File: config.mk
export PLATFORM = sky130hd
export DESIGN_NAME = program_loader
export DESIGN_NICKNAME = d
export VERILOG_FILES = /design/src/rtl/program_loader.sv
export SDC_FILE = /design/constraint.sdc
export NUM_CORES = 1
export LEC_CHECK = 0
export ABC_AREA = 0
export ABC_CLOCK_PERIOD_IN_PS = 4600
export BUFFER_PORTS_ARGS = -buffer_cell sky130_fd_sc_hd__buf_2
export CAP_MARGIN = 20
export CORE_UTILIZATION = 30
export CTS_CLUSTER_SIZE = 14
export DETAILED_ROUTE_END_ITERATION = 12
export SYNTH_ARGS = -nofsm -noshare
export SYNTH_HDL_FRONTEND = slang
export SYNTH_SLANG_ARGS = --single-unit
File: constraint.sdc
create_clock -name clk -period 4.6 [get_ports clk]
set_input_delay 0.92 -clock clk [delete_from_list [all_inputs] [get_ports clk]]
set_output_delay 0.92 -clock clk [all_outputs]
set_load 0.03 [all_outputs]
File: src/rtl/program_loader.sv
// program_loader
//   Sits in front of the CPU program memory. After reset (or restart) it holds
//   the CPU in reset and fills all 256 bytes with FILL_BYTE. It then takes a
//   byte stream of the form [N][payload x N][checksum] over valid/ready, where
//   N=0 means 256. Payload byte k is written to LOAD_BASE+k (mod 256). The CPU
//   is released only if the checksum equals the 8-bit sum of the payload.
//
// Ports
//   clk          system clock, rising edge
//   reset        asynchronous active-low reset
//   restart      single-cycle pulse, honoured only in DONE / ERROR
//   rx_valid     upstream byte valid
//   rx_data      upstream byte
//   rx_ready     loader accepts rx_data this cycle (decoded from state)
//   mem_we       memory write strobe (registered)
//   mem_addr     memory write address (registered)
//   mem_wdata    memory write data (registered)
//   cpu_reset    active-high reset to the CPU (registered)
//   load_done    high in DONE (registered)
//   load_error   high in ERROR (registered)
//   bytes_loaded payload bytes written in the current load, 0..256 (registered)
module program_loader #(
  parameter logic [7:0] LOAD_BASE = 8'h00,
  parameter logic [7:0] FILL_BYTE = 8'h00
) (
  input  logic       clk,
  input  logic       reset,
  input  logic       restart,
  input  logic       rx_valid,
  input  logic [7:0] rx_data,
  output logic       rx_ready,
  output logic       mem_we,
  output logic [7:0] mem_addr,
  output logic [7:0] mem_wdata,
  output logic       cpu_reset,
  output logic       load_done,
  output logic       load_error,
  output logic [8:0] bytes_loaded
);

  typedef enum logic [2:0] {
    S_CLEAR,
    S_WAIT_LEN,
    S_LOAD,
    S_CHECK,
    S_DONE,
    S_ERROR
  } state_t;

  state_t     r_state;
  logic [8:0] r_clr_cnt;   // bit 8 set once address 255 has been issued
  logic [8:0] r_len;
  logic [7:0] r_sum;
  logic       r_mem_we;
  logic [7:0] r_mem_addr;
  logic [7:0] r_mem_wdata;
  logic       r_cpu_reset;
  logic       r_load_done;
  logic       r_load_error;
  logic [8:0] r_bytes_loaded;

  state_t     w_state_nxt;
  logic [8:0] w_clr_cnt_nxt;
  logic [8:0] w_len_nxt;
  logic [7:0] w_sum_nxt;
  logic       w_mem_we_nxt;
  logic [7:0] w_mem_addr_nxt;
  logic [7:0] w_mem_wdata_nxt;
  logic       w_cpu_reset_nxt;
  logic       w_load_done_nxt;
  logic       w_load_error_nxt;
  logic [8:0] w_bytes_loaded_nxt;
  logic       w_accept;

  function automatic logic [7:0] f_load_addr(input logic [8:0] idx);
    return LOAD_BASE + idx[7:0];
  endfunction

  function automatic logic [7:0] f_sum_add(input logic [7:0] a, input logic [7:0] b);
    return a + b;
  endfunction

  assign rx_ready = (r_state == S_WAIT_LEN) || (r_state == S_LOAD) || (r_state == S_CHECK);
  assign w_accept = rx_valid && rx_ready;

  always_comb begin
    w_state_nxt        = r_state;
    w_clr_cnt_nxt      = r_clr_cnt;
    w_len_nxt          = r_len;
    w_sum_nxt          = r_sum;
    w_mem_we_nxt       = 1'b0;
    w_mem_addr_nxt     = r_mem_addr;
    w_mem_wdata_nxt    = r_mem_wdata;
    w_cpu_reset_nxt    = r_cpu_reset;
    w_load_done_nxt    = r_load_done;
    w_load_error_nxt   = r_load_error;
    w_bytes_loaded_nxt = r_bytes_loaded;

    case (r_state)
      S_CLEAR: begin
        // One extra cycle after the address-255 write so rx_ready rises only
        // once the last fill write is on the bus.
        if (!r_clr_cnt[8]) begin
          w_mem_we_nxt    = 1'b1;
          w_mem_addr_nxt  = r_clr_cnt[7:0];
          w_mem_wdata_nxt = FILL_BYTE;
          w_clr_cnt_nxt   = r_clr_cnt + 9'd1;
        end else begin
          w_state_nxt = S_WAIT_LEN;
        end
      end
      S_WAIT_LEN: begin
        if (w_accept) begin
          w_len_nxt          = (rx_data == 8'h00) ? 9'd256 : {1'b0, rx_data};
          w_bytes_loaded_nxt = 9'd0;
          w_sum_nxt          = 8'h00;
          w_state_nxt        = S_LOAD;
        end
      end
      S_LOAD: begin
        if (w_accept) begin
          w_mem_we_nxt       = 1'b1;
          w_mem_addr_nxt     = f_load_addr(r_bytes_loaded);
          w_mem_wdata_nxt    = rx_data;
          w_sum_nxt          = f_sum_add(r_sum, rx_data);
          w_bytes_loaded_nxt = r_bytes_loaded + 9'd1;
          if (w_bytes_loaded_nxt == r_len) begin
            w_state_nxt = S_CHECK;
          end
        end
      end
      S_CHECK: begin
        if (w_accept) begin
          if (rx_data == r_sum) begin
            w_state_nxt     = S_DONE;
            w_cpu_reset_nxt = 1'b0;
            w_load_done_nxt = 1'b1;
          end else begin
            w_state_nxt      = S_ERROR;
            w_load_error_nxt = 1'b1;
          end
        end
      end
      S_DONE, S_ERROR: begin
        // Restart issues the address-0 fill write immediately so the clear
        // begins in the cycle right after the restart edge.
        if (restart) begin
          w_state_nxt        = S_CLEAR;
          w_cpu_reset_nxt    = 1'b1;
          w_load_done_nxt    = 1'b0;
          w_load_error_nxt   = 1'b0;
          w_bytes_loaded_nxt = 9'd0;
          w_mem_we_nxt       = 1'b1;
          w_mem_addr_nxt     = 8'h00;
          w_mem_wdata_nxt    = FILL_BYTE;
          w_clr_cnt_nxt      = 9'd1;
        end
      end
      default: begin
        w_state_nxt = S_CLEAR;
      end
    endcase
  end

  always_ff @(posedge clk or negedge reset) begin
    if (!reset) begin
      r_state        <= S_CLEAR;
      r_clr_cnt      <= 9'd0;
      r_len          <= 9'd0;
      r_sum          <= 8'h00;
      r_mem_we       <= 1'b0;
      r_mem_addr     <= 8'h00;
      r_mem_wdata    <= 8'h00;
      r_cpu_reset    <= 1'b1;
      r_load_done    <= 1'b0;
      r_load_error   <= 1'b0;
      r_bytes_loaded <= 9'd0;
    end else begin
      r_state        <= w_state_nxt;
      r_clr_cnt      <= w_clr_cnt_nxt;
      r_len          <= w_len_nxt;
      r_sum          <= w_sum_nxt;
      r_mem_we       <= w_mem_we_nxt;
      r_mem_addr     <= w_mem_addr_nxt;
      r_mem_wdata    <= w_mem_wdata_nxt;
      r_cpu_reset    <= w_cpu_reset_nxt;
      r_load_done    <= w_load_done_nxt;
      r_load_error   <= w_load_error_nxt;
      r_bytes_loaded <= w_bytes_loaded_nxt;
    end
  end

  assign mem_we       = r_mem_we;
  assign mem_addr     = r_mem_addr;
  assign mem_wdata    = r_mem_wdata;
  assign cpu_reset    = r_cpu_reset;
  assign load_done    = r_load_done;
  assign load_error   = r_load_error;
  assign bytes_loaded = r_bytes_loaded;

endmodule
==> results of run 1 <==
==> layout by cell type, fill, tap and decap left out, types with 3 or more instances in the layout <==
cell type  synthesis  routed
a21oi_1           19      18
nand3_1            7       7
nand2_1           45      45
mux2i_1            3       3
dfrtp_1           57      57
and3_1            16      16
inv_1             10      10
clkbuf_8           0      12
mux2_2             7       7
nor2b_1            3       3
nand2b_1           5       5
o31ai_1            4       4
nor3_1             7       7
nor4_1             4       4
buf_4              2       5
buf_2              6      41
xnor2_1            8       8
ha_1               9       9
xor2_1             8       8
o21ai_0           41      41
nor2_1            22      22
a22o_1             5       5
==> per-layer routing <==
metal  global-route usage  vias up  wire length (µm)
met5                    0        -                 0
met4              0.06224        0               162
met3              0.03947       15               342
met2               0.2495       58              3624
met1               0.1923     1244              3569
li1                     -     1263                 -
==> registers in the layout, summed over array words and instances (netlist names) <==
register and flops:
cpu_reset 1, bytes_loaded 9, r_len 9, mem_addr 8
r_state 3, mem_wdata 8, mem_we 1, r_sum 8
load_error 1, load_done 1, r_clr_cnt 9
==> cell type report <==
cell class,instances,area share
clock inverters,2,0.002762
multi-input cells,248,0.4254
inverters,10,0.01036
well taps,133,0.04593
repair buffers,46,0.06699
flip-flops and latches,58,0.4009
clock buffers,14,0.04765
==> path summary, 6_finish.rpt <==
check	start	to	slack, ns
min in group asynchronous	reset	r_clr_cnt[3]	0.72
setup / recovery	rx_data[6]	r_state[0]	2.18
max in group asynchronous	reset	r_len[7]	3.35
setup reg to reg	bytes_loaded[0]	r_state[0]	2.39
hold / removal	mem_wdata[0]	mem_wdata[0]	0.47
hold reg to reg	mem_wdata[0]	mem_wdata[0]	0.47
==> report_power, final <==
part / total (W) / leakage [nW] / switching (W) / internal (W)
clock network: 0.000435 / 0.0965 / 0.000196 / 0.000238
logic: 0.00111 / 0.833 / 0.000692 / 0.000414
registers: 0.000878 / 0.750 / 0.000176 / 0.000702
total: 0.00242 / 1.68 / 0.00106 / 0.00136
==> critical path, delay by kind of cell <==
kind | cells | cell delay [ns]
compound gates | 3 | 0.59
fa+ha+maj | 1 | 0.34
buf+inv | 1 | 0.12
simple gates | 3 | 0.66
==> metrics by stage <==
step | total power, W | instance area (µm²) | hold slack [ns] | cells | util
final | 0.002419 | 3623 | 0.4730 | 511 | 0.3657
after global routing | 0.002607 | 3623 | 0.4972 | 511 | 0.3657
after CTS | 0.002439 | 3623 | 0.4792 | 511 | 0.3657
after detailed placement | 0.001995 | 3441 | 0.4659 | 495 | 0.3472
after global placement | 0.001969 | 3441 | 0.4601 | 495 | 0.3472
after floorplan | 0.001671 | 3118 | 0.4526 | 333 | -
==> cells by family after synthesis <==
group	share of synthesized area
multiplexers	0.03852
flip-flops	0.4659
AND/OR/NAND/NOR	0.1902
buffers and inverters	0.04093
AO/OA/AOI/OAI	0.1770
XOR/XNOR	0.04495
adder cells (fa/ha/maj)	0.04254
==> summary by stage, run 1 <==
Die
The total area inside the core boundary comes to slightly below 0.01 mm². The initial utilization of the core area, before any placement, comes to 0.3146. The die is between 100 and 150 µm tall.

The die is roughly 100 µm wide. The die area is 0.01080 mm². The number of I/O pins is 42. The row count is 36.

Route
The pre-antenna-repair detailed-routing pass consisted of 4 iterations. The number of nets with antenna violations after detailed routing is 0. The final route contains about 2600 vias. Dividing the detail-routed wire length by the instance count gives roughly 15 µm.

The total length of routed wires is a little under 8000 µm. The DRC violation count after routing is 0. For this block, the initial DRC count from the detailed router was ~170.

Dividing the detail-routed via count by the number of cells gives just over 5.

Placed design
The quantity of I/O buffers inserted on ports is 41. The sum of net half-perimeters after detailed placement is 5470 µm. The congestion estimate from routability-driven global placement came to 0.8623. Before CTS, the worst setup slack after placement is 1.852 ns.

Clocking
The number of buffers inserted for hold repair after clock tree synthesis is 0. Clock-pin slew was measured on the worst setup and hold paths at approximately 0.06 ns. The post-CTS repair timing setup buffer count is 0. The number of clock buffers inserted by TritonCTS is 9. The latest clock arrival within the worst-skew pair is between 0.3 and 0.4 ns.

In this run the clock root is driven by a clkbuf_8. After clock tree synthesis, the repair step resized 0 gates. TritonCTS built the clock tree. In this run the number of H-tree levels came out at 3.

Clock tree synthesis found a total of 58 sinks. The clock passes through at most 2 buffers.

Timing
The max-slew violation count came to 0. In the final timing run, aggregate negative setup slack is 0 ns. The post-route minimum period is roughly 2.4 ns. Setup repair after global routing left no endpoint under its margin.

The setup skew after layout is 0.004534 ns. The worst relative slew slack is 0.4972. The number of failing hold endpoints at the final stage is 0.

Setup violations remaining at the end of the flow were counted as 0. The period utilization is 0.5256. For this run, the top clock speed supported by timing is roughly 0.41 GHz. The slew at the pin closest to its max-slew limit is roughly 0.75 ns. Setup slack closes at approximately 2.2 ns.

Setup path
The delay contributed by the slowest stage of the critical path is about 0.34 ns. On the critical path, the stage with the largest delay is an instance of ha_1. Of all nets on the critical path, the largest fanout is 4.

The critical path goes through buf_2 > ha_1 > nor4_1 > and3_1 > nand2_1 > a32oi_1 > a2bb2oi_1 > o31ai_2. The worst setup path is launched from an input pin. The required arrival time at the worst endpoint is a little under 5 ns. The worst setup path is captured at a register. The depth of the worst register-to-register path is 7. At the worst endpoint, the arrival time is roughly 2.6 ns. The critical path start-end classification is input pin to register.

Logic synthesis
The number of warnings issued by yosys is 0. The commonest cells after synthesis are dfrtp_1, nand2_1, o21ai_0, nor2_1, a21oi_1. Counting flops and latches in the post-synthesis netlist gives just under 60.

The cell count after synthesis came out at about 330. The number of nets handed over by synthesis was ~360. The share of the Yosys chip area taken by registers is 0.4659.

The leading cell type by number of instances after synthesis is dfrtp_1. The number of flops mapped to enable cells by yosys is 0. The share of the synthesized area in the top cell type is 0.4575. Of all cell types, the one taking the most synthesized area is dfrtp_1.

By area the synthesized netlist is led by dfrtp_1, o21ai_0, nand2_1. Counting distinct cell types in the post-synthesis netlist gives 50. The post-synth design cell area is a little over 0.003 mm². The average instance in the mapped netlist occupies between 9 and 10 µm². For this run, the leading register cell type out of synthesis is dfrtp_1. Counting flops with an async set or reset pin after synthesis yields a share of 1.000.

Outcome
The run finished with clean final reports.

Power and ir drop
The worst-case vdd ir drop is 333.4 µV. Power spread over the standard cell area amounts to 667.7 mW/mm². In this run the static leakage power is ~1.7 nW.

Final layout
After the last flow step, the layout net total stands at between 300 and 400. In the final layout, the share of cells above drive strength 1 is 0.2037. The repair_antennas step left the layout with diodes totalling 0.

Registers take roughly 0.0015 mm². The layout overhead on the synthesized area is 16.21%. Counting the fill cells in the layout gives 1030. Summing all multi-input logic gate instances after layout gives 0.001541 mm².

GRT
The maximum number of pins on one net before global-route repair is between 50 and 60. For this run, the total global-route usage over all layers was measured as 0.1530. The number of antenna violations at the first check in global routing came to 0. The via count of the first global-routing pass is 2594. The global route total overflow is 0. The first global-routing pass estimated 13020 µm of wire.

Job
The number of violations of the max-capacitance limit is 0.

Hold path
The path class of the lowest-slack min-delay path is register to register. The worst hold path passes through 2 cells.
Note: power is estimated with default switching activity, not from simulation.
==> run 2, diff against run 1 <==
--- a/config.mk
+++ b/config.mk
@@ -6,7 +6,7 @@
 export NUM_CORES = 1
 export LEC_CHECK = 0
 export ABC_AREA = 0
-export ABC_CLOCK_PERIOD_IN_PS = 4600
+export ABC_CLOCK_PERIOD_IN_PS = 1950
 export BUFFER_PORTS_ARGS = -buffer_cell sky130_fd_sc_hd__buf_2
 export CAP_MARGIN = 20
 export CORE_UTILIZATION = 30
==> constraint.sdc (replaced) <==
create_clock -name clk -period 1.95 [get_ports clk]
set_input_delay 0.39 -clock clk [delete_from_list [all_inputs] [get_ports clk]]
set_output_delay 0.39 -clock clk [all_outputs]
set_load 0.03 [all_outputs]
==> run 2 against run 1 <==
  * The run now ends with hold timing, setup timing left
  * Setup slack worse by 2.2 ns
  * Hold slack lost 0.47 ns
  * Sequential share of layout area is 3.1 points lower
  * Largest power group unchanged
==> summary by stage, run 2 (same netlist as run 1, synthesis figures left out) <==
Power and ir drop
The switching portion of total power is 0.4355. The standby leakage power is around 1.8 nW. The internal power summed over all cells is ~0.0034 W. The worst-case IR drop observed on VDD is 704.5 µV.

The portion of total power attributed to the clock network is 0.161. The power dissipated by switching net loads is around 0.0026 W. For this design the ratio of total power to cell area is 1508 mW/mm².

The share of total power dissipated in combinational logic is 0.493. Of the total power, registers draw 0.346. The design draws just under 0.006 W.

Setup path
The cell with the largest stage delay on the worst path is dfrtp_1. The signal on the critical path passes through ha_1 > nor2b_2 > o21ai_2 > a21oi_2 > o21a_1 > or3_1 > a32o_1. The delay contributed by the slowest stage of the critical path is 0.38 ns. The required arrival time at the worst endpoint is approximately 2.2 ns. The element type at the critical path start is a register. The arrival time at the worst endpoint is between 2 and 2.5 ns. The critical path buffer and inverter count is 0. The critical path capture point type is a register.

In this run the worst path has a maximum fanout of 4. The family with the most delay on the worst path is compound AO/OA/AOI/OAI gates. The setup path with the least slack is of type register to register.

Timing
The period utilization is 1.015. The post-route minimum period is between 1.5 and 2 ns. The worst relative slew slack is 0.5890. The total of endpoints with negative setup slack in the final report is 1. The max-slew violation count is 0.

The slew at the pin closest to its max-slew limit is between 0.6 and 0.7 ns. The post-route worst hold slack is -0.001222 ns. The setup skew after layout is 0.01126 ns.

The number of failing hold endpoints at the final stage is 1. In the final timing run, aggregate negative setup slack is -0.02971 ns. Derived from the worst setup path, the maximum achievable clock frequency is about 0.51 GHz. Setup repair after global routing could not meet its margin everywhere. The worst setup slack after layout is -0.02971 ns.

Route
Summing over every cut layer, the via total after detailed routing is approximately 2700. In this run the remaining antenna-violating nets after routing total 0. The length of the first detailed-routing pass in iterations is 4. The DRC violation count after routing is 0.

The routed design has between 8000 and 9000 µm of wire. The detailed-route vias per instance is 5.002. The initial DRC count is 100. The wire length per cell after detailed routing is 14.88 µm.

Die
The total core area is 0.009910 mm². The number of I/O pins is between 40 and 50. The horizontal extent of the die is 103.9 µm. The die covers between 0.01 and 0.015 mm².

The height of the die is slightly above 100 µm. The initial cell density of the core is 0.3146. The row count is 36.

GRT
The maximum number of pins on one net before global-route repair is 41. The number of antenna violations at the first check in global routing is 0. In the global route stage, overall resource usage came out at 0.1599. The via count of the first global-routing pass came to 2692.

The global route total overflow is 0. The first-pass GRT wire length is approximately 14000 µm.

Hold path
In this run the worst hold path is classified as input pin to asynchronous set/reset pin.

Clocking
TritonCTS built the clock tree. In this run the deepest clock path goes through 2 buffers. The clock root buffer is clkbuf_8. Clock latency on the worst-skew pair, taken at its later pin, is around 0.34 ns. The clock-pin slew reported for the worst setup and hold paths after clock tree synthesis is ~0.070 ns. In this run, CTS created clock tree buffers numbering 9. The H-tree was split into 3 levels. Counting every sink on the clock net gives 58.

Final layout
The number of fill cells is 1031. The layout overhead on the synthesized area is 26.40%. Leaving out fill and tap cells, the most frequent cell in the layout is dfrtp_1. The final net count is 427. The fraction of layout instances using a drive strength above 1 is 0.3049.

Leaving out fill and tap cells, the most frequent cells in the layout are dfrtp_1, nand2_1, buf_2, o21ai_0, buf_4. The repair_antennas step left the layout with diodes totalling 0.

Job
The number of violations of the max-capacitance limit is 0.

Placed design
Port buffering added between 40 and 50 buffers. Routability-driven placement finished with a final weighted congestion of between 0.8 and 0.9. The sum of net half-perimeters after detailed placement is around 6000 µm.

Outcome
The checks that failed: hold timing, setup timing. The flow ran to the end, but the final reports show violations.
[run 2: changes by cell type in the layout (fill, tap and decap cells not counted), moves of 2 or more]
cell / delta
buf_4: +31
ha_1: -4
dfrtp_1: -3
dfrtp_2: +3
ha_4: +3
clkbuf_8: -2
[run 2: path summary, 6_finish.rpt]
path	startpoint	endpoint	slack, ns	cells after the start
max	r_sum[2]	r_sum[6]	-0.03	7
min	reset	bytes_loaded[2]	-0.001	1
max reg2reg	r_sum[2]	r_sum[6]	-0.03	7
min reg2reg	mem_addr[1]	mem_addr[1]	0.47	2
max in group asynchronous	reset	cpu_reset	1.32	2
min in group clk	restart	r_state[2]	0.30	2
[run 2: per-layer routing]
layer | global-route usage | routed length (µm) | up-vias | share of wire
met2 | 0.2548 | 3798 | 65 | 0.47
met3 | 0.03383 | 377 | 18 | 0.047
li1 | - | - | 1327 | -
met1 | 0.2077 | 3728 | 1306 | 0.46
met4 | 0.07245 | 178 | 0 | 0.022
met5 | 0 | 0 | - | 0
[run 2: cell type report]
type / instances / area, µm² / share of cell area
flip-flops and latches: 58 / 1456 / 0.3695
clock buffers: 13 / 148.9 / 0.03778
multi-input cells: 248 / 1622 / 0.4114
repair buffers: 78 / 495.5 / 0.1257
well taps: 133 / 166.4 / 0.04222
clock inverters: 3 / 15.01 / 0.003810
inverters: 10 / 37.54 / 0.009524
[run 2: stage by stage]
step           area (µm²)  setup slack [ns]    util  std cells
6_report             3941          -0.02971  0.3977        543
5_1_grt              3941          -0.09175  0.3977        543
4_1_cts              3890          -0.05232  0.3926        542
3_5_place_dp         3695           -0.2088  0.3729        525
3_3_place_gp         3695           -0.1616  0.3729        525
2_1_floorplan        3134           0.01887       -        333
[run 2: power by group through the flow]
stage	clock network [W]	registers [W]	logic [W]
5_1_grt	0.00104	0.00212	0.00323
3_3_place_gp	0	0.00205	0.00274
2_1_floorplan	0	0.00232	0.00165
4_1_cts	0.000989	0.00206	0.00285
3_5_place_dp	0	0.00207	0.00282
6_report	0.000957	0.00206	0.00293
[run 2: worst register-to-register path: cells and delay by family, from the launching register on]
family | cells | cell delay, ns
flip-flops | 1 | 0.38
adder cells (fa/ha/maj) | 1 | 0.33
AO/OA/AOI/OAI | 4 | 0.67
AND/OR/NAND/NOR | 2 | 0.49
[run 2: timing repair]
action / in CTS / in global routing
buffers inserted: 1 / 1
pin swaps: 7 / 7
gates cloned: 0 / 0
setup endpoints to repair: 2 / 4
hold buffers: 0 / 0
gates resized for setup: 5 / 9
